## config.mk

```make
export PLATFORM = sky130hd
export DESIGN_NAME = mem_arbiter
export DESIGN_NICKNAME = d
export VERILOG_FILES = /design/src/rtl/mem_arb_pkg.sv /design/src/rtl/mem_arbiter_rr_arb2.sv /design/src/rtl/mem_arbiter.sv
export SDC_FILE = /design/constraint.sdc
export NUM_CORES = 1
export LEC_CHECK = 0
export ABC_AREA = 1
export CORE_AREA = 5 5 119 121
export CTS_BUF_LIST = sky130_fd_sc_hd__clkbuf_16
export DETAILED_ROUTE_END_ITERATION = 16
export DIE_AREA = 0 0 124 126
export RECOVER_POWER = 100
export SKIP_CTS_REPAIR_TIMING = 1
export SLEW_MARGIN = 20
export SYNTH_ARGS = -nofsm -noshare
export SYNTH_HDL_FRONTEND = slang
export SYNTH_SLANG_ARGS = --single-unit
```

## constraint.sdc

```tcl
create_clock -name clk_i -period 1.7 [get_ports clk_i]
set_input_delay 0.34 -clock clk_i [delete_from_list [all_inputs] [get_ports clk_i]]
set_output_delay 0.34 -clock clk_i [all_outputs]
set_load 0.02 [all_outputs]
```

## src/rtl/mem_arb_pkg.sv

```systemverilog
// Shared types and constants for the two-port memory arbiter.
package mem_arb_pkg;

   // Response FSM: IDLE = nothing owed, RESP = a response is due this cycle.
   typedef enum logic {
      IDLE = 1'b0,
      RESP = 1'b1
   } state_e;

   // Requester index.
   typedef logic port_t;

   localparam port_t PORT_IF  = 1'b0;   // instruction fetch
   localparam port_t PORT_LSU = 1'b1;   // load/store unit

   // The port that is not p.
   function automatic port_t other_port(input port_t p);
      return ~p;
   endfunction

endpackage

```

## src/rtl/mem_arbiter_rr_arb2.sv

```systemverilog
// Combinational two-requester round-robin picker.
module rr_arb2
   import mem_arb_pkg::*;
(
   input  logic [1:0] req_i,
   input  port_t      last_i,
   input  logic       en_i,
   output logic [1:0] gnt_o
);

   // Lone requester always wins; under contention the port that did not win last time wins.
   always_comb begin
      gnt_o = 2'b00;
      if (en_i) begin
         unique case (req_i)
            2'b01:   gnt_o = 2'b01;
            2'b10:   gnt_o = 2'b10;
            2'b11:   gnt_o = (other_port(last_i) == PORT_LSU) ? 2'b10 : 2'b01;
            default: gnt_o = 2'b00;
         endcase
      end
   end

endmodule

```

## src/rtl/mem_arbiter.sv

```systemverilog
// Two-port (IF / LSU) arbiter in front of a single-ported memory with
// one-cycle read latency. Grants are same-cycle; responses return one cycle
// after the grant to the port that owned it.
module mem_arbiter
   import mem_arb_pkg::*;
#(
   parameter int unsigned MEM_WORDS  = 4096,
   parameter logic        RESET_LAST = 1'b1
) (
   input  logic        clk_i,
   input  logic        rst_ni,

   input  logic        p0_req_i,
   input  logic        p0_we_i,
   input  logic [3:0]  p0_be_i,
   input  logic [31:0] p0_addr_i,
   input  logic [31:0] p0_wdata_i,
   output logic        p0_gnt_o,
   output logic        p0_rvalid_o,
   output logic [31:0] p0_rdata_o,

   input  logic        p1_req_i,
   input  logic        p1_we_i,
   input  logic [3:0]  p1_be_i,
   input  logic [31:0] p1_addr_i,
   input  logic [31:0] p1_wdata_i,
   output logic        p1_gnt_o,
   output logic        p1_rvalid_o,
   output logic [31:0] p1_rdata_o,

   output logic        mem_req_o,
   output logic        mem_we_o,
   output logic [3:0]  mem_be_o,
   output logic [31:0] mem_addr_o,
   output logic [31:0] mem_wdata_o,
   input  logic [31:0] mem_rdata_i,
   input  logic        mem_ready_i,

   output logic        err_o
);

   // Byte-address limit; one bit wider so a 32-bit address never wraps the compare.
   localparam logic [32:0] ADDR_LIMIT = 33'(MEM_WORDS) << 2;

   state_e     state_q, state_d;
   port_t      owner_q, owner_d;
   port_t      last_q,  last_d;

   logic [1:0] req;
   logic [1:0] gnt;
   logic       any_gnt;
   port_t      gnt_port;

   assign req = {p1_req_i, p0_req_i};

   // Grants are suppressed while in reset so nothing reaches memory.
   rr_arb2 u_rr_arb2 (
      .req_i  (req),
      .last_i (last_q),
      .en_i   (mem_ready_i & rst_ni),
      .gnt_o  (gnt)
   );

   assign p0_gnt_o  = gnt[0];
   assign p1_gnt_o  = gnt[1];
   assign any_gnt   = |gnt;
   assign gnt_port  = gnt[1] ? PORT_LSU : PORT_IF;
   assign mem_req_o = p0_gnt_o | p1_gnt_o;

   // Forward the winning command to memory; an idle bus reads as all zeros.
   always_comb begin
      mem_we_o    = 1'b0;
      mem_be_o    = 4'b0000;
      mem_addr_o  = 32'h0;
      mem_wdata_o = 32'h0;
      if (gnt[0]) begin
         mem_we_o    = p0_we_i;
         mem_be_o    = p0_be_i;
         mem_addr_o  = p0_addr_i;
         mem_wdata_o = p0_wdata_i;
      end else if (gnt[1]) begin
         mem_we_o    = p1_we_i;
         mem_be_o    = p1_be_i;
         mem_addr_o  = p1_addr_i;
         mem_wdata_o = p1_wdata_i;
      end
   end

   // Out-of-range flag for the granted access; the access itself still goes out.
   assign err_o = mem_req_o && ({1'b0, mem_addr_o} >= ADDR_LIMIT);

   // State, response owner and round-robin history registers.
   always_ff @(posedge clk_i or negedge rst_ni) begin
      if (!rst_ni) begin
         state_q <= IDLE;
         owner_q <= PORT_IF;
         last_q  <= port_t'(RESET_LAST);
      end else begin
         state_q <= state_d;
         owner_q <= owner_d;
         last_q  <= last_d;
      end
   end

   // Next state, owner/history capture on grant, and rvalid routing to the owner.
   always_comb begin
      state_d     = state_q;
      owner_d     = owner_q;
      last_d      = last_q;
      p0_rvalid_o = 1'b0;
      p1_rvalid_o = 1'b0;

      if (any_gnt) begin
         owner_d = gnt_port;
         last_d  = gnt_port;
      end

      unique case (state_q)
         IDLE: begin
            if (any_gnt) state_d = RESP;
         end
         RESP: begin
            p0_rvalid_o = (owner_q == PORT_IF);
            p1_rvalid_o = (owner_q == PORT_LSU);
            state_d     = any_gnt ? RESP : IDLE;
         end
         default: state_d = IDLE;
      endcase
   end

   // Response data is passed through untouched, only while valid.
   assign p0_rdata_o = p0_rvalid_o ? mem_rdata_i : 32'h0;
   assign p1_rdata_o = p1_rvalid_o ? mem_rdata_i : 32'h0;

endmodule

```

==> results.md <==
* Crit-path cells: nand2_4, buf_4, nand3_1, o21ai_4, nor2_1, nand2_1, nor2_2, nand2_2, buf_6
* DP Wirelength at 10130 µm
* Synth Net Count at 436
* Netlist cell types at 15
* Data arrival, critical path at 1.71 ns
* Mapped cell area at 0.001411 mm²
* Later-pin clock latency in the skew report at 0.22 ns
* RR Startpoint: last_q$_DFFE_PN1P_
* Final setup violation count at 72
* Pwr Total at 1950 µW
* Final hold vios at 0
* Slew headroom at 80.95%
* Row Count at 42
* HP Class: input port to async pin
* CP Data Required Time at 1.36 ns
* Cell total after placement at 765
* Worst path depth at 9
* Nets@finish at 786
* CTS buffer count at 3
* Outcome: finished, violations left
* VDD IR max at 0.0002677 V
* Die height at 126 µm
* Number of max-cap violations at 0
* CP Capture Type: output port
* Port-buffer cells at 313
* Syn Area/Cell at 5.407 µm²
* Startpoint types: register
* Clock sink count at 3
* Most frequent cells in the layout: clkdlybuf4s50_1 (170), nor2_1 (71), dlymetal6s2s_1 (68)
* GRT overflow at 0
* Crit path max-delay cell type: dfstp_2
* Top post-synthesis cells by area: a22o_1 (32%), nor2_1 (20%), inv_1 (11%), nand3_1 (8.5%), nand2_1 (7.2%)
* Clock root buffer: clkbuf_16
* # IOs at 314
* Placer Congestion at 0.8981
* Critical path's largest stage delay at 0.55 ns
* Tmin final at 2.053 ns
* Footprint of the multi-input gates at 0.001245 mm²
* Layout cells sized above 1 at 29.67%
* Die X at 124 µm
* Top-area cell type share of the netlist area at 31.65%
* Number of iterations in the first detailed-routing pass at 4
* Worst r2r path cells at 6
* Layout Area Growth over Synthesis at 307.9%
* Smallest setup slack after layout at -0.3531 ns
* Number of global-route vias before repair at 3334
* Yosys top cell by area: a22o_1
* Filler cells at 1287
* Fin cells at 786
* Most common cell after layout, fill and taps aside: clkdlybuf4s50_1
* #FFs+latches synth at 3
* Antenna Violating Nets Remaining at 0
* Clock tree buffer depth at 2
* Yosys warning total at 0
* Htree depth at 1
* DRC at 0
* Violated checks: negative setup slack
* Worst-Margin Slew at 0.2853 ns
* Slew Viols, Final at 0
* Via count at 3283
* Pwr dens at 338.8 mW/mm²
* Vias per Instance at 4.177
* Core area at 0.01298 mm²
* Period utilization at 120.8%
* Clk_skew at 0.0003264 ns
* Sequential area share after synthesis at 5.408%
* Unrepaired setup endpoints after global routing: true
* Leakage power at 0.003725 µW
* Initial antenna violation count at 0
* Max Fclk at 487.1 MHz
* Iteration-0 DRC Markers at 85
* Top Family by Delay on Critical Path: simple AND/OR/NAND/NOR gates
* Global-route wire length before repair at 17010 µm
* Pin count of the biggest net entering global routing at 37
* Routed wire length at 13270 µm
* Crit path from: last_q$_DFFE_PN1P_
* Initial core utilization at 10.87%
* Sequential cell area at 76.32 µm²
* CP Max Fanout at 5
* CTS tree: done
* Critical path type: register to output port
* All-Layer GR Usage at 13.29%
* Syn Inst Count at 261
* Buf/Inv on CP at 2
* Antenna cell count at 0
* Die area at 0.01562 mm²
* Routed WL per cell at 16.88 µm
* Clock transition at the registers of the reported paths at 0.03 ns
* Sum of negative setup slack at -15.22 ns
==> path summary, 6_finish.rpt <==
check                                      endpoint  slack, ns
min in group clk_i               last_q$_DFFE_PN1P_       0.56
max in group asynchronous        last_q$_DFFE_PN1P_       1.39
worst min register to register   last_q$_DFFE_PN1P_       0.56
worst min-delay path              state_q$_DFF_PN0_       0.08
worst max register to register  owner_q$_DFFE_PN0P_       0.52
worst max-delay path                          err_o      -0.35
==> cell type report <==
type	count	area share (%)
repair buffers	366	68.57
well taps	176	3.825
inverters	45	3.282
multi-input cells	192	21.63
flip-flops and latches	3	1.326
clock inverters	1	0.06520
clock buffers	3	1.304
==> Yosys cell counts (all sizes together) <==
cell type	count
nor2	77
a22o	51
inv	45
nand2	33
nand3	24
buf	15
o21ai	7
clkbuf	6
dfrtp	2
dfstp	1
==> stage by stage <==
stage	hold WS, ns	util (%)	setup WS (ns)	instance area (µm²)
floorplan	0.04441	-	-0.05278	1438
detailed placement	0.5257	38.54	-0.9920	5002
global placement	0.5032	38.54	-0.9554	5002
finish	0.07521	44.35	-0.3531	5757
global route	0.1047	44.35	-0.4460	5757
CTS	0.4491	39.15	-1.015	5081
==> sequential cells by signal, indices dropped and copies added, names as in the netlist <==
name and count:
last_q 1, owner_q 1, state_q 1
==> per-layer routing <==
metal | wire (µm) | vias to the layer above | global-route usage (%)
met5 | 0 | - | 0
met4 | 169 | 0 | 2.771
met3 | 1564 | 17 | 4.798
met2 | 6987 | 191 | 25.68
met1 | 4549 | 1519 | 13.39
li1 | - | 1556 | -
==> logic make-up (layout without fill, tap and decap cells) <==
logic type	after synthesis	in the layout	share of synthesized area (%)
and+or+nand+nor	134	134	39.89
AOI/OAI and AO/OA	58	58	34.13
buffers and inverters	66	415	20.57
DFF	3	3	5.408
==> report_power, final <==
group,internal [µW],switching (µW),leakage [µW],total (µW)
clock,303,65.2,0.0000423,369
sequential,87.2,9.05,0.0000352,96.2
combinational,842,643,0.00365,1490
Note: power is estimated with default switching activity, not from simulation.
